## config.mk

```make
export PLATFORM = sky130hd
export DESIGN_NAME = loop_iter_engine
export DESIGN_NICKNAME = d
export VERILOG_FILES = /design/src/rtl/loop_iter_pkg.sv /design/src/rtl/loop_cond_eval.sv /design/src/rtl/loop_iter_engine.sv
export SDC_FILE = /design/constraint.sdc
export NUM_CORES = 1
export LEC_CHECK = 0
export CORE_ASPECT_RATIO = 0.8
export CORE_MARGIN = 2
export CORE_UTILIZATION = 44
export DETAILED_ROUTE_END_ITERATION = 8
export PLACE_DENSITY = 0.75
export SYNTH_ARGS = -nofsm -noshare
export SYNTH_HDL_FRONTEND = slang
export SYNTH_SLANG_ARGS = --single-unit
```

## constraint.sdc

```tcl
create_clock -name clk -period 2.4 [get_ports clk]
set_input_delay 0.36 -clock clk [delete_from_list [all_inputs] [get_ports clk]]
set_output_delay 0.36 -clock clk [all_outputs]
set_load 0.01 [all_outputs]
```

## src/rtl/loop_iter_pkg.sv

```systemverilog
// Shared types for the bounded loop engine: loop kind, FSM state and completion status.
package loop_iter_pkg;

  typedef enum logic [1:0] {
    WHILE    = 2'd0,
    DO_WHILE = 2'd1,
    FOREVER  = 2'd2
  } loop_mode_e;

  typedef enum logic [1:0] {
    IDLE = 2'd0,
    RUN  = 2'd1,
    DONE = 2'd2
  } state_e;

  typedef enum logic [1:0] {
    OK       = 2'd0,
    OVERFLOW = 2'd1,
    ABORTED  = 2'd2,
    MATCHED  = 2'd3
  } status_e;

  function automatic loop_mode_e mode_from_param(input logic [1:0] m);
    return loop_mode_e'(m);
  endfunction

endpackage

```

## src/rtl/loop_cond_eval.sv

```systemverilog
// Combinational exit / pattern-match evaluation for one loop iteration.
// Match terms are present only when LOOP_ITER_ENGINE_MATCH_EN is defined.
module loop_cond_eval
  import loop_iter_pkg::*;
#(
  parameter int WIDTH = 8
) (
  input  logic [WIDTH-1:0] acc_i,
  input  logic [WIDTH-1:0] limit_i,
  input  loop_mode_e       mode_i,
  input  logic             first_i,
`ifdef LOOP_ITER_ENGINE_MATCH_EN
  input  logic [WIDTH-1:0] match_val_i,
  input  logic [WIDTH-1:0] match_mask_i,
`endif
  output logic             exit_cond_o,
  output logic             match_hit_o
);

  logic below_limit;

  assign below_limit = (acc_i < limit_i);

  always_comb begin
    exit_cond_o = 1'b0;
    unique case (mode_i)
      WHILE:    exit_cond_o = !below_limit;
      // do-while always runs its body once before testing
      DO_WHILE: exit_cond_o = !first_i && !below_limit;
      default:  exit_cond_o = 1'b0;
    endcase
  end

`ifdef LOOP_ITER_ENGINE_MATCH_EN
  assign match_hit_o = !first_i && ((acc_i & match_mask_i) == (match_val_i & match_mask_i));
`else
  assign match_hit_o = 1'b0;
`endif

endmodule

```

## src/rtl/loop_iter_engine.sv

```systemverilog
// Bounded while/do-while/forever accumulate loop, one body per cycle, with cap and abort.
// Optional pattern-match early exit enabled by LOOP_ITER_ENGINE_MATCH_EN.
module loop_iter_engine
  import loop_iter_pkg::*;
#(
  parameter int WIDTH    = 8,
  parameter int MAX_ITER = 16,
  parameter int MODE     = 0
) (
  input  logic                          clk,
  input  logic                          rst_n,
  input  logic                          start_valid,
  output logic                          start_ready,
  input  logic [WIDTH-1:0]              init_val,
  input  logic [WIDTH-1:0]              step,
  input  logic [WIDTH-1:0]              limit,
  input  logic                          abort,
  output logic                          busy,
  output logic                          done_valid,
  input  logic                          done_ready,
  output logic [WIDTH-1:0]              result,
  output logic [$clog2(MAX_ITER+1)-1:0] iter_count,
  output logic [1:0]                    status
`ifdef LOOP_ITER_ENGINE_MATCH_EN
  ,
  input  logic [WIDTH-1:0]              match_val,
  input  logic [WIDTH-1:0]              match_mask
`endif
);

  localparam int         CW    = $clog2(MAX_ITER+1);
  localparam loop_mode_e LMODE = mode_from_param(MODE[1:0]);

  state_e           state_q, state_d;
  status_e          status_q, status_d;
  logic [CW-1:0]    cnt_q, cnt_d;
  logic             first_q, first_d;
  logic [WIDTH-1:0] acc_q, acc_d;
  logic [WIDTH-1:0] step_q, limit_q;
  logic             load;
  logic             exit_cond, match_hit;

`ifdef LOOP_ITER_ENGINE_MATCH_EN
  logic [WIDTH-1:0] match_val_q, match_mask_q;
`endif

  assign load = (state_q == IDLE) && start_valid;

  loop_cond_eval #(.WIDTH(WIDTH)) u_cond (
    .acc_i        (acc_q),
    .limit_i      (limit_q),
    .mode_i       (LMODE),
    .first_i      (first_q),
`ifdef LOOP_ITER_ENGINE_MATCH_EN
    .match_val_i  (match_val_q),
    .match_mask_i (match_mask_q),
`endif
    .exit_cond_o  (exit_cond),
    .match_hit_o  (match_hit)
  );

  always_comb begin
    state_d  = state_q;
    status_d = status_q;
    cnt_d    = cnt_q;
    first_d  = first_q;
    acc_d    = acc_q;
    unique case (state_q)
      IDLE: begin
        if (start_valid) begin
          acc_d    = init_val;
          cnt_d    = '0;
          first_d  = 1'b1;
          status_d = OK;
          state_d  = RUN;
        end
      end
      RUN: begin
        // exit priority: abort, match, loop condition, iteration cap
        if (abort) begin
          status_d = ABORTED;
          state_d  = DONE;
        end else if (match_hit) begin
          status_d = MATCHED;
          state_d  = DONE;
        end else if (exit_cond) begin
          status_d = OK;
          state_d  = DONE;
        end else if (cnt_q == CW'(MAX_ITER)) begin
          status_d = OVERFLOW;
          state_d  = DONE;
        end else begin
          acc_d   = acc_q + step_q;
          cnt_d   = cnt_q + CW'(1);
          first_d = 1'b0;
        end
      end
      DONE: begin
        if (done_ready) state_d = IDLE;
      end
      default: state_d = IDLE;
    endcase
  end

  always_ff @(posedge clk or negedge rst_n) begin
    if (!rst_n) begin
      state_q  <= IDLE;
      status_q <= OK;
      cnt_q    <= '0;
      first_q  <= 1'b0;
    end else begin
      state_q  <= state_d;
      status_q <= status_d;
      cnt_q    <= cnt_d;
      first_q  <= first_d;
    end
  end

  always_ff @(posedge clk) begin
    acc_q <= acc_d;
    if (load) begin
      step_q  <= step;
      limit_q <= limit;
`ifdef LOOP_ITER_ENGINE_MATCH_EN
      match_val_q  <= match_val;
      match_mask_q <= match_mask;
`endif
    end
  end

  // result fields are only visible in DONE so reset and idle read as zero
  assign start_ready = (state_q == IDLE);
  assign busy        = (state_q == RUN);
  assign done_valid  = (state_q == DONE);
  assign result      = (state_q == DONE) ? acc_q    : '0;
  assign iter_count  = (state_q == DONE) ? cnt_q    : '0;
  assign status      = (state_q == DONE) ? status_q : 2'b00;

endmodule
```

==> results of run 1 <==
[cell usage after synthesis, drive strengths merged, types with 2 or more instances]
master / count / share of area
nor3: 5 / 0.013
nand3: 3 / 0.0079
dfrtp: 9 / 0.12
xnor2: 2 / 0.0092
clkbuf: 3 / 0.0059
edfxtp: 24 / 0.38
nand2b: 5 / 0.017
o21a: 4 / 0.016
nor2: 15 / 0.030
xor2: 2 / 0.0092
and2: 13 / 0.043
a21oi: 4 / 0.011
a211oi: 6 / 0.029
o21ai: 11 / 0.029
a31o: 2 / 0.0092
nor2b: 3 / 0.0099
o31ai: 2 / 0.0079
ha: 16 / 0.11
nand4: 2 / 0.0066
nand2: 16 / 0.032
a21o: 3 / 0.013
inv: 16 / 0.032
[worst reg2reg max path, delay by kind of cell, from the launching register on]
kind                       cells  cell delay (ns)
DFF                            1             0.42
and+or+nand+nor                1             0.15
buffers and inverters          1             0.19
AOI/OAI and AO/OA              4             0.82
adders and majority gates      1             0.35
[area by class of cell]
type / instances / area, um2
repair buffers: 52 / 505
multi-input cells: 128 / 880
clock buffers: 7 / 76.3
flip-flops and latches: 33 / 946
clock inverters: 1 / 3.75
fillers: 382 / 1610
well taps: 57 / 71.3
inverters: 16 / 60.1
[flip-flops by register name, indices dropped and copies added (netlist names)]
signal and count:
step_q 8, cnt_q 5, limit_q 8, acc_q 8, status_q 2, state_q 2
[cells by family (layout without fill, tap and decap cells)]
kind of cell / count (synthesis) / after routing
AND/OR/NAND/NOR: 65 / 65
AO/OA/AOI/OAI: 42 / 42
flip-flops: 33 / 33
buffers and inverters: 19 / 76
adder cells (fa/ha/maj): 17 / 17
XOR/XNOR: 4 / 4
[worst max path at each step]
stage                              end  slack [ns]
floorplan           acc_q[0]$_DFFE_PP_        0.14
global placement    acc_q[3]$_DFFE_PP_        0.28
detailed placement  acc_q[3]$_DFFE_PP_        0.21
CTS                          status[1]        0.11
global route        acc_q[6]$_DFFE_PP_       0.009
finish                       status[1]        0.14
[stage by stage]
stage | setup slack [ns] | total power [mW] | std cells | hold slack (ns) | instance area [um2]
global route | 0.00896 | 2.90 | 294 | 0.408 | 2540
CTS | 0.110 | 2.70 | 294 | 0.387 | 2540
global placement | 0.275 | 2.25 | 286 | 0.481 | 2460
detailed placement | 0.206 | 2.29 | 286 | 0.478 | 2460
finish | 0.144 | 2.69 | 294 | 0.366 | 2540
floorplan | 0.136 | 1.79 | 180 | 0.0644 | 1890
[layer usage]
metal / vias up / share of wire
met3: 4 / 0.066
li1: 753 / -
met4: 0 / 0.0083
met2: 57 / 0.47
met5: - / 0
met1: 673 / 0.45
[repair_timing]
item	4_1_cts	5_1_grt
resized for setup	1	0
endpoints found under the setup margin	10	0
hold buffers	0	0
[power groups by stage]
stage | logic [mW] | clock network (mW) | registers, mW
2_1_floorplan | 0.869 | 0 | 0.923
3_3_place_gp | 1.29 | 0 | 0.959
3_5_place_dp | 1.32 | 0 | 0.964
4_1_cts | 1.33 | 0.413 | 0.955
5_1_grt | 1.48 | 0.444 | 0.979
6_report | 1.33 | 0.400 | 0.953
==> impl_metrics.env, run 1 <==
export IMPL_status="finished clean"
export IMPL_ir_drop_uv=475
export IMPL_worst_path_stages=4
export IMPL_power_frac_clock=0.149
export IMPL_p_int_mw=1.65
export IMPL_tightest_slew_ns=0.415
export IMPL_globalRouteMet2Util=0.287
export IMPL_hold_viol_final=0
export IMPL_grt_max_degree=16
export IMPL_grt_pass1_vias=1445
export IMPL_synth_xor_area_share=0.0185
export IMPL_slew_headroom=0.723
export IMPL_synthCells=180
export IMPL_ff2ff_path_depth=7
export IMPL_crit_arrival_ns=1.90
export IMPL_grt_met1_usage=0.248
export IMPL_nets=282
export IMPL_async_reset_ff_frac=0.273
export IMPL_r2r_end="acc_q[6]$_DFFE_PP_"
export IMPL_setup_tns_ns=0
export IMPL_slew_viol_final=0
export IMPL_yosys_area_share_simple=0.171
export IMPL_r2r_start="acc_q[2]$_DFFE_PP_"
export IMPL_final_core_util=0.612
export IMPL_gp_congestion=0.792
export IMPL_swShare=0.386
export IMPL_rsz0062_at_grt="no"
export IMPL_clock_path_buffers=2
export IMPL_cts_sinks=33
export IMPL_grt_pass1_wl_um=6930
export IMPL_synth_ff_type="edfxtp_1"
export IMPL_start_kind="register"
export IMPL_port_buffers=46
export IMPL_ff2ff_setup_slack_ns=0.18
export IMPL_dpl_hpwl_um=3150
export IMPL_clkTransAtPathRegs_ns=0.06
export IMPL_grt_overflow_total=0
export IMPL_critPathKind="register to primary output"
export IMPL_path_buf_inv=2
export IMPL_synth_compound_area_share=0.157
export IMPL_drv_cap=0
export IMPL_drt_iter0_drc=92
export IMPL_crit_start="state_q[1]$_DFFE_PN0P_"
export IMPL_min_period_over_period=0.940
export IMPL_skew_ns=0.00306
export IMPL_die_area_um2=4850
export IMPL_vias=1487
export IMPL_syn_area_per_cell_um2=10.5
export IMPL_dieWidth_um=77.4
export IMPL_yosys_mux_area_fraction=0
export IMPL_ys_types=40
export IMPL_grt_use_met3=0.0621
export IMPL_die_h_um=62.7
export IMPL_crit_family="buffers and inverters"
export IMPL_antenna_left=0
export IMPL_wl_um=4080
export IMPL_viasPerCell=5.06
export IMPL_netlist_area_um2=1890
export IMPL_antenna_found_initial=0
export IMPL_final_cell_mix="46 x clkdlybuf4s50_1, 24 x edfxtp_1, 16 x nand2_1, 16 x ha_1"
export IMPL_setup_violations=0
export IMPL_p_comb_frac=0.496
export IMPL_cts_root_buf="clkbuf_8"
export IMPL_p_leak_nw=1.04
export IMPL_ys_warn_count=0
export IMPL_synth_top_family_by_area="simple AND/OR/NAND/NOR gates"
export IMPL_synth_fp_nets=226
export IMPL_p_sw_mw=1.04
export IMPL_io_pins=47
export IMPL_clk_latency_ns=0.29
export IMPL_period_minus_slack_ns=2.26
export IMPL_drtPass1Iterations=4
export IMPL_required_ns=2.04
export IMPL_diodes=0
export IMPL_power_per_cell_area_nw_per_um2=1060
export IMPL_worstSetupEndpointType="primary output"
export IMPL_max_clock_freq_mhz=443
export IMPL_synth_edff_count=24
export IMPL_post_cts_buffers=0
export IMPL_critical_path_slowest_cell="clkdlybuf4s50_1"
export IMPL_yosysSeqAreaShare=0.499
export IMPL_syn_to_final_growth_pct=34.2
export IMPL_drc=0
export IMPL_crit_chain="nor2b_2, buf_4, and2_1, clkdlybuf4s50_1"
export IMPL_seqPwrFrac=0.355
export IMPL_coreArea_um2=4150
export IMPL_cts_buffers=5
export IMPL_wl_per_cell_um=13.9
export IMPL_track_usage=0.186
export IMPL_cts_tree="yes"
export IMPL_drive_gt1_frac=0.0759
export IMPL_cp_slowest_stage_delay_ns=0.53
export IMPL_num_rows=21
export IMPL_ys_seq_elements=33
export IMPL_htreeDepth=2
export IMPL_final_common_cell="clkdlybuf4s50_1"
export IMPL_initial_core_util=0.456
export IMPL_grt_busiest_layer="met2"
export IMPL_hold_class="input port to asynchronous set/reset pin"
export IMPL_crit_fanout=8
export IMPL_synthAdderAreaFrac=0.116
Note: power is estimated with default switching activity, not from simulation.
==> inputs of run 2 (changes only) <==
--- a/config.mk
+++ b/config.mk
@@ -5,11 +5,13 @@
 export SDC_FILE = /design/constraint.sdc
 export NUM_CORES = 1
 export LEC_CHECK = 0
+export CAP_MARGIN = 20
 export CORE_ASPECT_RATIO = 0.8
 export CORE_MARGIN = 2
 export CORE_UTILIZATION = 44
 export DETAILED_ROUTE_END_ITERATION = 8
 export PLACE_DENSITY = 0.75
+export SLEW_MARGIN = 40
 export SYNTH_ARGS = -nofsm -noshare
 export SYNTH_HDL_FRONTEND = slang
 export SYNTH_SLANG_ARGS = --single-unit
==> results of run 2 <==
The final DEF is identical to that of run 1; final timing and power are the same.
==> inputs of run 3 (changes only) <==
--- a/config.mk
+++ b/config.mk
@@ -6,11 +6,14 @@
 export NUM_CORES = 1
 export LEC_CHECK = 0
 export CAP_MARGIN = 20
+export CELL_PAD_IN_SITES_DETAIL_PLACEMENT = 0
+export CELL_PAD_IN_SITES_GLOBAL_PLACEMENT = 1
 export CORE_ASPECT_RATIO = 0.8
 export CORE_MARGIN = 2
-export CORE_UTILIZATION = 44
+export CORE_UTILIZATION = 34
+export CTS_BUF_LIST = sky130_fd_sc_hd__clkbuf_16
 export DETAILED_ROUTE_END_ITERATION = 8
-export PLACE_DENSITY = 0.75
+export PLACE_DENSITY_LB_ADDON = 0.1
 export SLEW_MARGIN = 40
 export SYNTH_ARGS = -nofsm -noshare
 export SYNTH_HDL_FRONTEND = slang
==> constraint.sdc (replaced) <==
create_clock -name clk -period 2.4 [get_ports clk]
set_input_delay 0.36 -clock clk [delete_from_list [all_inputs] [get_ports clk]]
set_output_delay 0.36 -clock clk [all_outputs]
set_load 0.005 [all_outputs]
==> impl_metrics.env, run 3 (same netlist as run 1, synthesis figures left out) <==
export IMPL_status="finished clean"
export IMPL_dpl_hpwl_um=3490
export IMPL_drtPass1Iterations=4
export IMPL_initial_core_util=0.350
export IMPL_crit_chain="nor2b_2, buf_4, and2_1, clkdlybuf4s50_1"
export IMPL_p_leak_nw=1.08
export IMPL_syn_to_final_growth_pct=39.8
export IMPL_grt_max_degree=16
export IMPL_vias=1534
export IMPL_slew_viol_final=0
export IMPL_required_ns=2.04
export IMPL_nets=282
export IMPL_gp_congestion=0.789
export IMPL_clock_path_buffers=2
export IMPL_skew_ns=0.00830
export IMPL_antenna_left=0
export IMPL_clkTransAtPathRegs_ns=0.06
export IMPL_drv_cap=0
export IMPL_crit_arrival_ns=1.88
export IMPL_r2r_end="acc_q[5]$_DFFE_PP_"
export IMPL_setup_violations=0
export IMPL_start_kind="register"
export IMPL_wl_per_cell_um=15.5
export IMPL_track_usage=0.160
export IMPL_layout_cells_non_filler=302
export IMPL_drc=0
export IMPL_hold_viol_final=0
export IMPL_antenna_found_initial=0
export IMPL_tightest_slew_ns=0.471
export IMPL_dieWidth_um=87.5
export IMPL_ff2ff_setup_slack_ns=0.23
export IMPL_cts_root_buf="clkbuf_16"
export IMPL_drt_iter0_drc=44
export IMPL_cts_tree="yes"
export IMPL_viasPerCell=5.08
export IMPL_critPathKind="register to primary output"
export IMPL_io_pins=47
export IMPL_cts_hold_buf=0
export IMPL_min_period_over_period=0.935
export IMPL_critical_path_slowest_cell="clkdlybuf4s50_1"
export IMPL_drive_gt1_frac=0.0928
export IMPL_r2r_start="acc_q[2]$_DFFE_PP_"
export IMPL_setup_tns_ns=0
export IMPL_power_per_cell_area_nw_per_um2=1140
export IMPL_rsz0062_at_grt="no"
export IMPL_hold_class="input port to asynchronous set/reset pin"
export IMPL_place_inst=294
export IMPL_final_common_cell="clkdlybuf4s50_1"
export IMPL_port_buffers=46
export IMPL_cts_buffers=5
export IMPL_wl_um=4670
export IMPL_slew_headroom=0.685
export IMPL_worstSetupEndpointType="primary output"
export IMPL_max_clock_freq_mhz=446
export IMPL_die_area_um2=6190
export IMPL_die_h_um=70.8
export IMPL_crit_fanout=9
export IMPL_ir_drop_uv=459
export IMPL_period_minus_slack_ns=2.24
export IMPL_grt_pass1_vias=1461
export IMPL_num_rows=24
export IMPL_clk_latency_ns=0.28
export IMPL_coreArea_um2=5410
export IMPL_cp_slowest_stage_delay_ns=0.50
export IMPL_cts_sinks=33
export IMPL_grt_pass1_wl_um=7480
export IMPL_htreeDepth=2
export IMPL_ff2ff_path_depth=7
export IMPL_diodes=0
export IMPL_final_cell_mix="46 x clkdlybuf4s50_1, 24 x edfxtp_1, 16 x nand2_1, 16 x ha_1"
export IMPL_grt_overflow_total=0
export IMPL_top_regs="acc_q x8, limit_q x8, step_q x8"
run 3: cell count changes in the layout (fill, tap and decap cells not counted), sizes merged:
cell,change
bufinv,+1
clkbuf,-2
clkinvlp,+1
run 3: how the worst max path moves through the flow:
stage / start / to / cells past startpoint
2_1_floorplan: acc_q[2]$_DFFE_PP_ / acc_q[0]$_DFFE_PP_ / 6
3_5_place_dp: acc_q[2]$_DFFE_PP_ / acc_q[4]$_DFFE_PP_ / 7
5_1_grt: state_q[0]$_DFFE_PN0P_ / result[1] / 4
6_report: state_q[0]$_DFFE_PN0P_ / result[5] / 4
3_3_place_gp: acc_q[2]$_DFFE_PP_ / acc_q[5]$_DFFE_PP_ / 7
4_1_cts: acc_q[2]$_DFFE_PP_ / acc_q[5]$_DFFE_PP_ / 7
run 3: cell type report:
class,instances,area [um2]
clock buffers,5,125
fillers,504,2760
flip-flops and latches,33,946
clock inverters,3,46.3
repair buffers,52,505
inverters,16,60.1
well taps,65,81.3
multi-input cells,128,885
run 3: per-layer routing:
layer,global-route usage,up-vias,part of all wire
li1,-,761,-
met5,0,-,0
met2,0.232,52,0.44
met4,0.0513,0,0.012
met1,0.231,715,0.49
met3,0.0432,6,0.060
run 3: what timing repair did:
action	4_1_cts	5_1_grt
endpoints found under the setup margin	1	8
gates resized for setup	1	1
pin swaps	0	0
setup buffers	0	0
run 3: through the flow:
stage	utilization	hold WS [ns]	setup slack [ns]	cell area (um2)	power [mW]
floorplan	-	0.0644	0.136	1890	1.76
global placement	0.457	0.493	0.256	2470	2.26
detailed placement	0.457	0.494	0.187	2470	2.28
CTS	0.489	0.409	0.125	2640	3.04
global route	0.490	0.426	0.0475	2650	3.25
finish	0.490	0.402	0.157	2650	3.03
run 3: critical path, delay by kind of cell, from the launching register on:
kind / cells / cell delay, ns
AND/OR/NAND/NOR: 2 / 0.45
buffers and inverters: 2 / 0.71
flip-flops: 1 / 0.44
run 3: power by group:
| group | switching (mW) | internal [mW] | leakage, nW |
|---|---|---|---|
| registers | 0.133 | 0.831 | 0.347 |
| clock network | 0.248 | 0.491 | 0.0800 |
| logic | 0.709 | 0.618 | 0.657 |
| total | 1.09 | 1.94 | 1.08 |
